[config.mk]
export PLATFORM = sky130hd
export DESIGN_NAME = dpll_ctrl
export DESIGN_NICKNAME = d
export VERILOG_FILES = /design/src/rtl/dpll_ctrl.sv
export SDC_FILE = /design/constraint.sdc
export NUM_CORES = 1
export LEC_CHECK = 0
export BUFFER_PORTS_ARGS = -buffer_cell sky130_fd_sc_hd__buf_2
export CAP_MARGIN = 20
export CORE_MARGIN = 5
export CORE_UTILIZATION = 60
export CTS_CLUSTER_DIAMETER = 200
export DETAILED_ROUTE_END_ITERATION = 6
export PLACE_DENSITY = 0.8
export SKIP_CTS_REPAIR_TIMING = 1
export SYNTH_ARGS = -nofsm -noshare
export SYNTH_HDL_FRONTEND = slang
export SYNTH_SLANG_ARGS = --single-unit
[constraint.sdc]
create_clock -name clk_ref_i -period 17.5 [get_ports clk_ref_i]
set_input_delay 1.75 -clock clk_ref_i [delete_from_list [all_inputs] [get_ports clk_ref_i]]
set_output_delay 1.75 -clock clk_ref_i [all_outputs]
set_load 0.01 [all_outputs]
[src/rtl/dpll_ctrl.sv]
// dpll_ctrl: all-digital PLL loop controller; measures DCO edges per reference window
// and steers a saturating DCO code with coarse/fine steps, lock and loss-of-lock flags.
module dpll_ctrl #(
  parameter int REF_DIV_WIDTH = 4,
  parameter int FB_DIV_WIDTH  = 8,
  parameter int CNT_WIDTH     = 16,
  parameter int CODE_WIDTH    = 16,
  parameter logic [CODE_WIDTH-1:0] INIT_CODE = {1'b1, {(CODE_WIDTH-1){1'b0}}},
  parameter int GAIN_SHIFT    = 2,
  parameter int COARSE_THRESH = 4,
  parameter int LOCK_TOL      = 1,
  parameter int LOCK_WINDOWS  = 16
) (
  input  logic                        clk_ref_i,
  input  logic                        arst_ni,
  input  logic                        en_i,
  input  logic [REF_DIV_WIDTH-1:0]    ref_div_i,
  input  logic [FB_DIV_WIDTH-1:0]     fb_div_i,
  input  logic [CNT_WIDTH-1:0]        fb_cnt_gray_i,
  input  logic                        lol_clr_i,
  output logic [CODE_WIDTH-1:0]       dco_code_o,
  output logic                        update_o,
  output logic signed [CNT_WIDTH:0]   err_o,
  output logic                        locked_o,
  output logic                        lol_o,
  output logic                        sat_o
);
  localparam int SW  = CODE_WIDTH + CNT_WIDTH + 2;
  localparam int LCW = $clog2(LOCK_WINDOWS + 1);
  localparam logic [LCW-1:0] LCMAX = LCW'(LOCK_WINDOWS);
  localparam logic signed [SW-1:0] CMAX = SW'({CODE_WIDTH{1'b1}});
  typedef enum logic [1:0] {IDLE, BLANK, RUN} state_t;
  state_t state;
  logic [CNT_WIDTH-1:0] sync1, sync2, cnt_b, base, snap;
  logic [REF_DIV_WIDTH-1:0] ref_q, wcnt, wlast;
  logic [FB_DIV_WIDTH-1:0] fb_q, fb_eff;
  logic [LCW-1:0] lcnt, lcnt_n;
  logic snap_v, cfg_chg, wend, in_tol, coarse, clamp_hi, clamp;
  logic signed [CNT_WIDTH:0] e, e_abs;
  logic signed [SW-1:0] delta, sum;
  logic [CODE_WIDTH-1:0] code_n;
  always_comb begin
    cnt_b = '0;
    for (int i = 0; i < CNT_WIDTH; i++) cnt_b[i] = ^(sync2 >> i);
  end
  assign cfg_chg  = (ref_div_i != ref_q) || (fb_div_i != fb_q);
  assign wlast    = (ref_q == '0) ? '0 : ref_q - REF_DIV_WIDTH'(1);
  assign wend     = wcnt == wlast;
  assign fb_eff   = (fb_q == '0) ? FB_DIV_WIDTH'(1) : fb_q;
  assign e        = $signed({1'b0, CNT_WIDTH'(fb_eff)}) - $signed({1'b0, snap});
  assign e_abs    = e[CNT_WIDTH] ? -e : e;
  assign coarse   = e_abs > (CNT_WIDTH+1)'(COARSE_THRESH);
  assign in_tol   = e_abs <= (CNT_WIDTH+1)'(LOCK_TOL);
  assign delta    = coarse ? (SW'(e) <<< GAIN_SHIFT) : (e[CNT_WIDTH] ? {SW{1'b1}} : SW'(e != '0));
  assign sum      = delta + $signed(SW'(dco_code_o));
  assign clamp_hi = sum > CMAX;
  assign clamp    = sum[SW-1] || clamp_hi;
  assign code_n   = sum[SW-1] ? '0 : clamp_hi ? '1 : sum[CODE_WIDTH-1:0];
  assign lcnt_n   = (lcnt == LCMAX) ? lcnt : lcnt + LCW'(1);
  always_ff @(posedge clk_ref_i or negedge arst_ni) begin
    if (!arst_ni) begin
      state      <= IDLE;
      sync1      <= '0;
      sync2      <= '0;
      ref_q      <= '0;
      fb_q       <= '0;
      wcnt       <= '0;
      base       <= '0;
      snap       <= '0;
      snap_v     <= 1'b0;
      lcnt       <= '0;
      dco_code_o <= INIT_CODE;
      update_o   <= 1'b0;
      err_o      <= '0;
      locked_o   <= 1'b0;
      lol_o      <= 1'b0;
      sat_o      <= 1'b0;
    end else begin
      sync1    <= fb_cnt_gray_i;
      sync2    <= sync1;
      ref_q    <= ref_div_i;
      fb_q     <= fb_div_i;
      update_o <= 1'b0;
      snap_v   <= 1'b0;
      if (lol_clr_i) lol_o <= 1'b0;
      if (!en_i) begin
        state    <= IDLE;
        wcnt     <= '0;
        lcnt     <= '0;
        locked_o <= 1'b0;
      end else if (state == IDLE || cfg_chg) begin
        // a fresh or reconfigured loop discards its first window
        state    <= BLANK;
        wcnt     <= '0;
        base     <= cnt_b;
        lcnt     <= '0;
        locked_o <= 1'b0;
      end else begin
        wcnt <= wend ? '0 : wcnt + REF_DIV_WIDTH'(1);
        if (wend) begin
          base   <= cnt_b;
          snap   <= cnt_b - base;
          snap_v <= state == RUN;
          state  <= RUN;
        end
        if (snap_v) begin
          dco_code_o <= code_n;
          sat_o      <= clamp;
          err_o      <= e;
          update_o   <= 1'b1;
          if (in_tol) begin
            lcnt     <= lcnt_n;
            locked_o <= lcnt_n == LCMAX;
          end else begin
            lcnt     <= '0;
            locked_o <= 1'b0;
            if (locked_o) lol_o <= 1'b1;
          end
        end
      end
    end
  end
endmodule

==> metrics <==
status=finished clean; YS warnings=0; PD cells=106 mW/mm2; DR vias/cell=5.66; dominant synthesized flop cell=dfrtp_1; DR iter-0 viols=477; Ports=69; setup violation total in the final timing report=0; TritonCTS clock tree=yes; f_max=121 MHz; endpoint class of the critical path=register; HP Start=sync1[2]; core outline area=0.0125 mm2; most frequent cells in the layout=dfrtp_1 (124), o21ai_0 (91), nand2_1 (82); final hold violations=0; 1st-pass router iterations=5; skew final=4.68 ps; register area share after synthesis=41.2%; #FFs+latches synth=125; worst endpoint required time=17840 ps; layout cell share with drive strength beyond 1=14.0%; GRT overflow=0; clock-pin slew on the worst setup and hold paths=60 ps; post-synthesis area per instance=9.00 um2; top cells by area, synth=dfrtp_1 (41%), ha_1 (7.6%), o21ai_0 (6.1%), xnor2_1 (5.1%), nand2_1 (4.1%); Clock Sinks=125; ant diodes=0; DRC=0; initial antenna violation count=0; routed len/inst=14.9 um; IO Port Bufs=68; Nets=986; EDFF count, synth=0; Synth cell types=72; crit share post-route=47.3%; GR Util All Layers=23.1%; start of the worst register-to-register path=fb_q[1]; number of global-route vias before repair=5778; most common cell after layout, fill and taps aside=dfrtp_1; TritonCTS Buffers=17; via count=6164; Root Driver=clkbuf_16; worst skew pair latency=420 ps; largest net degree at the start of global routing=78; RSZ-0062 raised after global routing=no; Tmin final=8280 ps; CP Launch Point=fb_q[1]; startpoint types=register; Max-slew headroom=34.8%; crit path max fanout=16; Layout area overhead=14.1%; slowest CP cell=a31oi_1; Crit path top cell by count=a21oi_1; Mapped Area=0.00759 mm2; FFs w/ async S/R, synth=100%; Worst Path Arrival=8620 ps; RD Place Congestion=0.981; Pleak=3.98 nW; Max clock buf depth=2; Max Slew Vio Count=0; critical path class=register to register; Max Cap Viol=0; die boundary height=122 um; H-tree lvl count=4; max incr delay on CP=760 ps; Routed WL=16200 um; die area=0.0150 mm2; final core occ=69.2%; final instance area=0.00866 mm2; dominant cell type by area after synthesis=dfrtp_1; post-synth top area share=40.9%; post-route ant nets=0; first-pass GRT wire length=27400 um; worst slew pin tran=970 ps; worst vdd ir=0.114 mV; hpwl dp=12000 um; Area after DPL=0.00807 mm2; row cnt=41; syn_nets=924; Chip Width=122 um; Syn Inst Count=843; initial core utilization=60.6%; total negative slack=0 ps; worst min-delay path class=register to register
[layout make-up]
| cell class | count | area (um2) |
|---|---|---|
| Clock buffer | 18 | 439 |
| Clock inverter | 13 | 145 |
| Multi-Input combinational cell | 629 | 4130 |
| Inverter | 59 | 221 |
| Sequential cell | 125 | 3130 |
| Fill cell | 1044 | 3860 |
| Tap cell | 172 | 215 |
| Timing Repair Buffer | 73 | 380 |
[where the power goes]
part	internal (W)	total (W)	switching (W)	leakage [nW]
clock	0.000212	0.000343	0.000131	0.266
combinational	0.000110	0.000258	0.000148	2.12
sequential	0.000307	0.000316	0.00000899	1.60
[cells in the mapped netlist (3+ instances only)]
cell / number
dfrtp_1: 124
o21ai_0: 92
nand2_1: 82
nor2_1: 65
inv_1: 59
a21oi_1: 47
ha_1: 46
xnor2_1: 44
xor2_1: 31
clkbuf_1: 25
nor3_1: 23
nand3_1: 20
nor2b_1: 11
nand2b_1: 10
a31oi_1: 9
o21a_1: 9
a21o_1: 8
a21boi_0: 6
nand4_1: 6
nor4_1: 6
o211ai_1: 6
or2_2: 6
or3_1: 6
a211oi_1: 5
mux2i_1: 5
nor3b_1: 5
o31ai_1: 5
mux2_2: 4
o2111ai_1: 4
a311oi_1: 3
and2_1: 3
and3_1: 3
buf_2: 3
fa_1: 3
o21bai_1: 3
o41ai_1: 3
or4_1: 3
[metrics by stage]
stage               power (W)  worst slack (ps)  hold WS (ps)  cells
finish               0.000917              9220           346   1089
global route         0.000976              8350           352   1089
CTS                  0.000925              9320           348   1089
detailed placement   0.000578              9390           336   1058
global placement     0.000573              9530           332   1058
floorplan            0.000522             10380           331    843
[registers in the layout, summed over array words and instances, names as in the netlist, 5 cells and up]
signal,count
base,16
dco_code_o,16
err_o,17
fb_q,8
lcnt,5
snap,16
sync1,16
sync2,16
[worst max-delay path, delay by kind of cell, from the launching register on]
kind,cells,cell delay (ps)
compound gates,18,5050
buf+inv,2,290
mux,1,150
fa+ha+maj,3,930
flops,1,430
simple gates,6,1330
[kinds of logic (layout without fill, tap and decap cells)]
kind of cell    after synthesis  in the layout  share of synthesized area (%)
xor+xnor                     75             75                           8.66
simple gates                270            270                           17.7
flops                       125            125                           41.2
mux                           9              9                           1.25
compound gates              226            226                           18.4
fa+ha+maj                    49             49                           8.38
buf+inv                      89            163                           4.45
[per-layer routing]
| metal | GRT usage, % | routed length (um) | vias to the layer above | part of all wire [%] |
|---|---|---|---|---|
| met1 | 30.0 | 7110 | 2864 | 44 |
| met5 | 0 | 0 | - | 0 |
| met3 | 5.76 | 996 | 30 | 6.1 |
| li1 | - | - | 3083 | - |
| met4 | 9.17 | 403 | 0 | 2.5 |
| met2 | 37.4 | 7720 | 187 | 48 |
[final timing paths]
kind,to,cells past startpoint,slack [ps]
max,dco_code_o[14],30,9220
min,sync2[2],0,350
max reg2reg,dco_code_o[14],30,9220
min reg2reg,sync2[2],0,350
max in group asynchronous,dco_code_o[2],2,14820
min in group asynchronous,dco_code_o[9],1,1330
Power figures use the tool's default switching activity.
